--- src/rtl/poly_alu_seq.sv ---
// poly_alu_seq: streams one polynomial operation through the POLY_ALU datapath.
// An accepted start latches the op config and issues cfg_len coefficient reads
// from src memory. Enables to the ALU follow the reads by RD_LAT cycles, and
// each poly_valid result is written to dst memory at the next address.
//
// Ports:
//   poly_clk, poly_rst        clock, asynchronous active-high reset
//   cfg_start                 start pulse, only honoured in IDLE
//   cfg_mode/decompose/compress/duv_mode
//                             ALU config, latched on accepted start
//   cfg_src_base, cfg_dst_base first read / write address
//   cfg_len                   coefficient count, 0..2^AW
//   rd_en, rd_addr            src RAM read strobe and address
//   alu_enable, alu_mode, alu_decompose, alu_compress, alu_duv_mode
//                             ALU enable and registered config
//   alu_valid                 ALU result strobe
//   wr_en, wr_addr            dst RAM write strobe and address
//   busy, done, err           status: busy in ISSUE/DRAIN, done pulse,
//                             sticky unexpected-valid flag
module poly_alu_seq #(
    parameter int AW      = 8,
    parameter int RD_LAT  = 1,
    parameter int ALU_LAT = 5
) (
    input  logic          poly_clk,
    input  logic          poly_rst,
    input  logic          cfg_start,
    input  logic [9:0]    cfg_mode,
    input  logic [1:0]    cfg_decompose,
    input  logic [1:0]    cfg_compress,
    input  logic [1:0]    cfg_duv_mode,
    input  logic [AW-1:0] cfg_src_base,
    input  logic [AW-1:0] cfg_dst_base,
    input  logic [AW:0]   cfg_len,
    output logic          rd_en,
    output logic [AW-1:0] rd_addr,
    output logic          alu_enable,
    output logic [9:0]    alu_mode,
    output logic [1:0]    alu_decompose,
    output logic [1:0]    alu_compress,
    output logic [1:0]    alu_duv_mode,
    input  logic          alu_valid,
    output logic          wr_en,
    output logic [AW-1:0] wr_addr,
    output logic          busy,
    output logic          done,
    output logic          err
);

    if (RD_LAT < 1) begin : g_bad_rd_lat
        $error("poly_alu_seq: RD_LAT must be at least 1");
    end
    if (ALU_LAT < 1) begin : g_bad_alu_lat
        $error("poly_alu_seq: ALU_LAT must be at least 1");
    end

    typedef enum logic [1:0] {
        IDLE  = 2'd0,
        ISSUE = 2'd1,
        DRAIN = 2'd2,
        DONE  = 2'd3
    } state_t;

    state_t state, state_nxt;

    logic [AW:0]       len_r;
    logic [AW:0]       rd_cnt;
    logic [AW:0]       wr_cnt;
    logic [AW-1:0]     src_base_r;
    logic [AW-1:0]     dst_base_r;
    logic [RD_LAT-1:0] en_sr;
    logic              start_ok;
    logic              active;

    always_comb begin
        start_ok  = (state == IDLE) && cfg_start;
        active    = (state == ISSUE) || (state == DRAIN);
        rd_en     = (state == ISSUE);
        busy      = active;
        done      = (state == DONE);
        // The count guard keeps a stray valid from writing past the buffer
        // in the cycle the FSM is already leaving DRAIN.
        wr_en     = active && alu_valid && (wr_cnt != len_r);
        rd_addr   = src_base_r + rd_cnt[AW-1:0];
        wr_addr   = dst_base_r + wr_cnt[AW-1:0];
        state_nxt = state;
        case (state)
            IDLE: begin
                if (cfg_start) begin
                    state_nxt = (cfg_len == '0) ? DONE : ISSUE;
                end
            end
            ISSUE: begin
                if (rd_cnt == len_r - 1'b1) begin
                    state_nxt = DRAIN;
                end
            end
            DRAIN: begin
                // Look ahead at the write happening this cycle so done
                // follows the last write with no idle gap.
                if ((wr_cnt == len_r) || (wr_en && (wr_cnt + 1'b1 == len_r))) begin
                    state_nxt = DONE;
                end
            end
            DONE: state_nxt = IDLE;
            default: state_nxt = IDLE;
        endcase
    end

    always_ff @(posedge poly_clk or posedge poly_rst) begin
        if (poly_rst) begin
            state         <= IDLE;
            len_r         <= '0;
            rd_cnt        <= '0;
            wr_cnt        <= '0;
            src_base_r    <= '0;
            dst_base_r    <= '0;
            alu_mode      <= '0;
            alu_decompose <= '0;
            alu_compress  <= '0;
            alu_duv_mode  <= '0;
            err           <= 1'b0;
        end else begin
            state <= state_nxt;
            if (start_ok) begin
                len_r         <= cfg_len;
                src_base_r    <= cfg_src_base;
                dst_base_r    <= cfg_dst_base;
                alu_mode      <= cfg_mode;
                alu_decompose <= cfg_decompose;
                alu_compress  <= cfg_compress;
                alu_duv_mode  <= cfg_duv_mode;
                rd_cnt        <= '0;
                wr_cnt        <= '0;
            end else begin
                if (rd_en) begin
                    rd_cnt <= rd_cnt + 1'b1;
                end
                if (wr_en) begin
                    wr_cnt <= wr_cnt + 1'b1;
                end
            end
            // A valid outside an operation has nowhere to go; flag it even
            // if it coincides with a start.
            if (!active && alu_valid) begin
                err <= 1'b1;
            end else if (start_ok) begin
                err <= 1'b0;
            end
        end
    end

    if (RD_LAT > 1) begin : g_sr_multi
        always_ff @(posedge poly_clk or posedge poly_rst) begin
            if (poly_rst) begin
                en_sr <= '0;
            end else begin
                en_sr <= {en_sr[RD_LAT-2:0], rd_en};
            end
        end
    end else begin : g_sr_one
        always_ff @(posedge poly_clk or posedge poly_rst) begin
            if (poly_rst) begin
                en_sr <= '0;
            end else begin
                en_sr <= rd_en;
            end
        end
    end

    assign alu_enable = en_sr[RD_LAT-1];

endmodule

--- config.mk ---
export PLATFORM = sky130hd
export DESIGN_NAME = poly_alu_seq
export DESIGN_NICKNAME = d
export VERILOG_FILES = /design/src/rtl/poly_alu_seq.sv
export SDC_FILE = /design/constraint.sdc
export NUM_CORES = 1
export LEC_CHECK = 0
export ABC_AREA = 1
export CAP_MARGIN = 10
export CORE_UTILIZATION = 45
export CTS_CLUSTER_DIAMETER = 80
export CTS_CLUSTER_SIZE = 40
export DETAILED_ROUTE_END_ITERATION = 8
export PLACE_DENSITY = 0.72
export SLEW_MARGIN = 20
export SYNTH_ARGS = -nofsm -noshare
export SYNTH_HDL_FRONTEND = slang
export SYNTH_SLANG_ARGS = --single-unit
--- constraint.sdc ---
create_clock -name poly_clk -period 7.25 [get_ports poly_clk]
set_clock_uncertainty 0.15 [all_clocks]
set_input_delay 1.8125 -clock poly_clk [delete_from_list [all_inputs] [get_ports poly_clk]]
set_output_delay 1.8125 -clock poly_clk [all_outputs]
set_load 0.05 [all_outputs]
# After elaboration in Yosys (flattened, before gate mapping)

Cells that the tools add are included.

Reduce and logical (&&, ||, !) cells: 14
Equal/unequal tests: 10
Muxes and demuxes: 11
Add/sub/neg operators: 5

Operators with widths:

| operator            | number |
|---|---|
| $mux 9              | 4 |
| $eq 9x9->1          | 3 |
| $add 9x1->9 const B | 2 |
| $add 8x8->8         | 2 |
| $logic_not 9->1     | 1 |
| $ne 9x9->1          | 1 |
| $sub 9x1->9 const B | 1 |
| $mux 2              | 4 |
| $pmux 2 s4          | 1 |
| $reduce_bool 2->1   | 3 |
| $logic_and 1x1->1   | 5 |
| $eq 2x2->1 const B  | 2 |
| $ne 2x1->1 const B  | 2 |
| $reduce_and 3->1    | 1 |
| $eq 2x1->1 const B  | 1 |
| $logic_not 2->1     | 1 |
| $logic_or 1x1->1    | 2 |
| $mux 1              | 2 |
| $ne 2x2->1 const B  | 1 |
| $logic_not 1->1     | 1 |

Word-level logic and storage cells: 52
Output and inout port bits: 38
Bits of input ports: 45
Flip-flop bits (word level): 63

# Depth between registers and ports, before layout

Depth in word-level cells: 8
Gate-level depth with buffers: 15
Gate-level depth less buffers: 15

# Worst setup path after synthesis

Ideal clock, no wire load.

Kind: flip-flop to output port
From: register rd_cnt[0]
To: output port rd_addr[6]
Slack: 2.967 ns
Arrival: 2.320 ns
Cell stages (with the launch flop): 8
Path buffers: 0
Data required time: 5.287 ns
Cells stage by stage: dfrtp_1 -> ha_1 -> inv_1 -> fa_1 -> o21ai_0 -> a21oi_1 -> o21ai_0 -> xor2_1

Word-level cells in the longest chain between the ends: 1

Ends and longest elaborated chain:

| item                   | RTL line | RTL |
|---|---|---|
| start, declared        | 67       | `logic [AW:0] rd_cnt;` |
| start signal, assigned | 137      | `rd_cnt <= rd_cnt + 1'b1;` |
| $add 8x8->8            | 84       | `rd_addr = src_base_r + rd_cnt[AW-1:0];` |
| end, declared          | 36       | `output logic [AW-1:0] rd_addr,` |

No other way between the ends.

# Final worst setup path

From: input port alu_valid
To: output port wr_en

Word-level cells in the longest chain between the ends: 2

Ends and longest elaborated chain:

| item                            | RTL line | RTL |
|---|---|---|
| start, declared                 | 42       | `input logic alu_valid,` |
| $logic_and 1x1->1 (2 in series) | 83       | `wr_en = active && alu_valid && (wr_cnt != len_r);` |
| end, declared                   | 43       | `output logic wr_en,` |

No other way between the ends.

==> summary.txt <==
Yosys
  • Synth cell count leaders: nand2_1, dfrtp_1, inv_1
  • Number of synthesized flops with an enable pin: 0
  • Largest family of logic cells by synthesized area: simple AND/OR/NAND/NOR gates
  • Synth Cell Area: 0.003921 mm^2
  • Simple-gate share of the synthesized area: a little under a third
  • Cell count after synthesis: 532
  • Syn Area/Cell: 7.371 um^2
  • Top post-synthesis cells by area: dfrtp_1, nand2_1, ha_1
  • Yosys top cell area share: 40.20%
  • Synth unique cells: 34
  • Post-Syn Nets: about 600
  • Post-synthesis compound-gate area fraction: 7.052%
  • Synth Warn #: 0
  • Seq/Total Area, Yosys: between 40% and 50%
  • Ys async rst share: 100.0%
  • Most used flip-flop cell after synthesis: dfrtp_1
  • Area share of fa/ha/maj cells after synthesis: 8.041%
  • XOR/XNOR share of the synthesized area: 5.807%
  • Mux contribution to synthesized area: 0%
  • Area leader, netlist: dfrtp_1
  • Most frequent cell after synthesis: nand2_1
  • FF+latch count, synth: 63

Power
  • Peak VDD IR: around 0.24 mV
  • Pwr/cell area: 471.7 mW/mm^2
  • Leakage power: approximately 0.0025 uW

Floorplan
  • Initial core utilization: 47.01%
  • Ports: 83
  • Core box area: around 0.0083 mm^2
  • Die H: 95.35 um
  • Die width: 95.35 um
  • Total die area: 0.009092 mm^2
  • FP Rows: 33

Setup path
  • Slowest stage delay, CP: roughly 800 ps
  • WP buf/inv: 4
  • Worst Path Arrival: approximately 3500 ps
  • Setup CP Type: in2out
  • Critical-path cell list: clkdlybuf4s50_1 > nand2_1 > inv_1 > nand2_4 > inv_2 > clkdlybuf4s50_1
  • Top delay family on crit path: buffers and inverters
  • R2r endpoint: rd_cnt[1]
  • Required @ worst endpoint: 5290 ps
  • Max FO, Critical Path: 7
  • CP endpoint kind: primary output
  • Worst R2R Start: state[0]
  • CP Launch Type: input pin
  • R2R cell count: 5
  • Flop-to-flop setup slack: between 4000 and 5000 ps
  • Slowest stage cell on the critical path: clkdlybuf4s50_1
  • Most frequent CP cell: clkdlybuf4s50_1

Clock network
  • Clock sinks: 63
  • CTS Root Cell: clkbuf_8
  • Number of CTS-inserted buffers: 9
  • CTS tree: done
  • CTS H-Tree Depth: 3
  • Cts repair resizes: 0
  • Max clock buf depth: 2
  • Post-CTS Setup Inserts: 0
  • Clk Latency, worst-skew pair: between 300 and 400 ps
  • Clock transition at path regs: around 70 ps
  • Post-CTS Hold Fix Bufs: 0

Routing
  • DRT iter0 DRCs: 196
  • Drt via density: 4.897
  • Vias: about 3600
  • Final WL: ~8900 um
  • Drt wl/cell: ~12 um
  • DRC: 0
  • Pre-antenna DRT Iters: 5
  • Antenna Nets Post-Route: 0

Finish
  • Fill cells: 777
  • Share of cells above drive strength 1: about 7%
  • Area Growth Syn to Fin: 28.14%
  • Final Cell Area: between 0.005 and 0.006 mm^2
  • Antenna diodes: 0
  • Nets: a little under 700
  • Layout Cells excl Fill: 727

Flow run
  • Max-cap violation count: 0

Timing
  • # setup viols final: 0
  • Minimum clock period: 5489 ps
  • Fmax: 182.2 MHz
  • Measured slew at the worst slew-check pin: 1016 ps
  • Worst slew margin relative to its limit: 32.04%
  • Final Hold Slack: 331.1 ps
  • Fin crit share: 75.71%
  • Final Max Tran Viols: 0
  • RSZ-0062 raised after global routing: no
  • Setup_tns: 0 ps
  • Final worst setup slack: 1761 ps
  • Fin. Hold Viols: 0

Placement
  • Dpl cell area: a little under 0.005 mm^2
  • Pre-CTS setup slack: 1752 ps
  • Routability cong.: 0.8314
  • # port buffers: 82
  • Placed cells: 711
  • HPWL after DPL: around 6600 um

Hold path
  • Hold endpoint: alu_mode[0]
  • Hold/Removal Path Class: reg2reg
  • Hold depth: 2
  • Hold Crit Start: alu_mode[0]

Global route
  • First-pass GRT wire length: approximately 15000 um
  • Total track usage: 20.81%
  • Grt total ovfl: 0
  • Number of global-route vias before repair: around 3300
  • Largest net degree at the start of global routing: 64
  • Initial antenna violation count: 0

Outcome
  • Outcome: finished, final reports clean
==> worst max-delay path by stage <==
stage	startpoint	endpoint	slack, ps	cells past startpoint
CTS	alu_valid	wr_en	1750	6
finish	alu_valid	wr_en	1760	6
global route	alu_valid	wr_en	1660	6
floorplan	rd_cnt[0]	rd_addr[6]	2970	7
global placement	alu_valid	wr_en	1780	6
detailed placement	alu_valid	wr_en	1750	6
==> cell usage in the layout, fill, tap and decap left out, types with 5 or more instances in the layout <==
master | Yosys | final
ha_1 | 22 | 22
clkbuf_8 | 0 | 10
nor2_1 | 25 | 25
o21ai_0 | 25 | 25
clkdlybuf4s50_1 | 0 | 82
nand2_1 | 216 | 215
nor2_2 | 6 | 6
xor2_1 | 15 | 15
nand3_2 | 6 | 6
inv_1 | 62 | 61
dfrtp_1 | 63 | 63
inv_2 | 6 | 7
a21oi_1 | 14 | 14
xnor2_1 | 11 | 11
nand4_1 | 5 | 5
nand3_1 | 17 | 17
==> state kept, by name, summed over array words and instances (netlist names) <==
name and flops:
alu_decompose 2, alu_duv_mode 2, alu_enable 1, wr_cnt 9, src_base_r 8, dst_base_r 8, alu_mode 10, state 2
rd_cnt 9, alu_compress 2, len_r 9, err 1
==> cell families after synthesis <==
group                      Yosys count
xor gates and xnor gates            26
DFF                                 63
and+or+nand+nor                    290
adders and majority gates           24
buffers and inverters               78
AOI/OAI and AO/OA                   51
==> report_power, final <==
part | internal [uW] | total, uW | switching [uW]
Combinational | 510 | 1500 | 987
Clock | 133 | 272 | 140
Sequential | 485 | 600 | 115
Total | 1130 | 2370 | 1240
==> layout make-up <==
| type | count | area (um^2) | share of cell area, % |
|---|---|---|---|
| repair buffers | 83 | 828.3 | 16.48 |
| well taps | 105 | 131.4 | 2.615 |
| inverters | 69 | 259.0 | 5.154 |
| clock buffers | 11 | 141.4 | 2.814 |
| flip-flops and latches | 63 | 1577 | 31.37 |
| multi-input cells | 391 | 2054 | 40.89 |
| clock inverters | 5 | 33.78 | 0.6723 |
==> tightest hold or removal path, cell delays in order (launching register included) <==
cell and delay (ps):
dfrtp_1 340, nand2_1 60, nand2_1 50
==> layer usage <==
metal	track usage [%]	part of all wire, %
met5	0	0
met4	5.177	1.2
met2	32.74	46
met3	4.545	5.2
met1	29.03	48
==> stage by stage <==
| stage | util, % | power, uW |
|---|---|---|
| final | 60.25 | 2370 |
| after global routing | 60.25 | 2550 |
| after CTS | 60.25 | 2388 |
| after detailed placement | 58.15 | 2105 |
| after global placement | 58.15 | 2077 |
| after floorplan | - | 1670 |
Power figures use the tool's default switching activity.
==> variant (config.mk and constraints unchanged) <==
Change the parameter `RD_LAT` from 1 to 2.
--- a/src/rtl/poly_alu_seq.sv
+++ b/src/rtl/poly_alu_seq.sv
@@ -20,5 +20,5 @@
 module poly_alu_seq #(
     parameter int AW      = 8,
-    parameter int RD_LAT  = 1,
+    parameter int RD_LAT  = 2,
     parameter int ALU_LAT = 5
 ) (
Formal check against the unedited RTL: not equivalent (a bounded check fails within 4 cycles, from zero or initial values and one cycle with poly_rst high).
==> variant against the unedited design <==
Register-to-register slack better by 0.19 ns. Synthesized area increased by 0.13%. Combinational power fell by 4%. Die area increased by 0.12%. Clock power barely moved. Wire length increased by 2.1%. Setup slack improved by 0.084 ns. Final cell count down 1.9%. Sequential cell count increased by 1. Final area about the same. Power decreased by 2.1%. Largest power group unchanged. Highest routed layer unchanged.
==> variant: results (changes against the unedited design) <==
remaining antenna violation count = 0 (unchanged)
Post-CTS Setup Repair Bufs = 0 (unchanged)
Ys Warns = 0 (unchanged)
fin cells = 713 (was 727)
pre-CTS setup slack = 1.85 ns (was 1.75 ns)
initial antenna violation count = 0 (unchanged)
Clock Latency Late Sink = 0.35 ns (was 0.33 ns)
GP Congestion = 0.882 (was 0.831)
crit path DAT = 3.44 ns (was 3.53 ns)
IR drop worst, VDD = 0.000326 V (was 0.000243 V)
most frequent cells after synthesis = nand2_1 (195), dfrtp_1 (64), inv_1 (61), o21ai_0 (30) (was nand2_1 (216), dfrtp_1 (63), inv_1 (62), nor2_1 (25), o21ai_0 (25))
post-synth cell types = 36 (was 34)
CTS H-tree depth = 3 (unchanged)
All-Layer GR Usage = 22.7% (was 20.8%)
clk slew on worst S/H paths = 0.07 ns (about the same)
max reg flops = 10 (unchanged)
I/O Buffers = 82 (unchanged)
Post-DP HPWL = 6850 um (was 6580 um)
crit path from = alu_valid (unchanged)
Largest Register = alu_mode (unchanged)
Finish-stage setup viols = 0 (unchanged)
layout cells sized above 1 = 6.74% (was 7.07%)
Worst-Margin Slew = 0.610 ns (was 1.02 ns)
CTS Buffer Depth = 2 (unchanged)
first-pass GRT wire length = 15900 um (was 14700 um)
Worst Hold Slack = 0.219 ns (was 0.331 ns)
PostCTS Resize Cnt = 0 (unchanged)
FMAX = 185 MHz (was 182 MHz)
ys async rst share = 100% (unchanged)
outcome = finished clean (unchanged)
Seq/Total Area, Yosys = 40.8% (was 40.2%)
Hold Path Origin = en_sr[0] (was alu_mode[0])
Worst R2R Setup Slack = 4.68 ns (was 4.49 ns)
total CTS buffers = 9 (unchanged)
Vias/cell = 4.96 (was 4.90)
router iterations before antenna repair = 5 (unchanged)
root buffer cell = clkbuf_8 (unchanged)
Post-DP Area = 0.00485 mm2 (about the same)
ranking of synthesized cells by area = dfrtp_1 (41%), nand2_1 (19%), ha_1 (7.0%) (was dfrtp_1 (40%), nand2_1 (21%), ha_1 (7.0%))
nets = 673 (was 686)
Mapped Avg Cell Area = 7.55 um2 (was 7.37 um2)
Synthesized Nets = 589 (was 601)
fillers = 784 (was 777)
Leakage = 2.52 nW (was 2.53 nW)
WL final = 9100 um (was 8920 um)
Inserted Diodes = 0 (unchanged)
vias in the first global route = 3494 (was 3289)
hold crit path type = register to register (unchanged)
1st-iter DRT viols = 168 (was 196)
Placed Instances = 698 (was 711)
r2r startpoint = state[0] (unchanged)
crit path max fanout = 9 (was 7)
largest net degree at the start of global routing = 59 (was 64)
[variant: cells by family (layout without fill, tap and decap cells)]
logic type,Yosys count,count (layout),share of synthesized area [%]
AO/OA/AOI/OAI,57,57,7.71
XOR/XNOR,26,26,6.34
adder cells (fa/ha/maj),24,24,8.03
buffers and inverters,78,166,7.52
flip-flops,64,64,40.8
AND/OR/NAND/NOR,271,271,29.6
[variant: worst paths after layout]
| path | cells past startpoint | to |
|---|---|---|
| max | 6 | wr_en |
| min | 0 | en_sr[1] |
| max reg2reg | 8 | src_base_r[1] |
| min reg2reg | 0 | en_sr[1] |
| max in group asynchronous | 3 | len_r[6] |
| min in group asynchronous | 2 | alu_duv_mode[1] |
[variant: where the power goes]
| part | switching [mW] | internal [mW] |
|---|---|---|
| sequential | 0.121 | 0.492 |
| clock | 0.149 | 0.123 |
| combinational | 0.942 | 0.494 |
[variant: layer usage]
metal | vias to the layer above | track usage, % | part of all wire (%)
met5 | - | 0 | 0
met4 | 0 | 5.60 | 1.1
met3 | 9 | 6.78 | 5.4
met2 | 82 | 38.3 | 48
met1 | 1637 | 28.6 | 46
li1 | 1812 | - | -
[variant: critical path: stages]
cell and delay [ns]:
clkdlybuf4s50_1 0.48, nand2_1 0.06, inv_1 0.09, nand2_4 0.09, inv_2 0.10, clkdlybuf4s50_1 0.81
[variant: final cells by class]
type / instances / area, um2 / share of cell area, %
repair buffers: 85 / 843 / 16.8
well taps: 105 / 131 / 2.62
clock buffers: 9 / 124 / 2.47
clock inverters: 6 / 46.3 / 0.922
multi-input cells: 378 / 2030 / 40.4
flip-flops and latches: 64 / 1600 / 31.9
inverters: 66 / 248 / 4.93
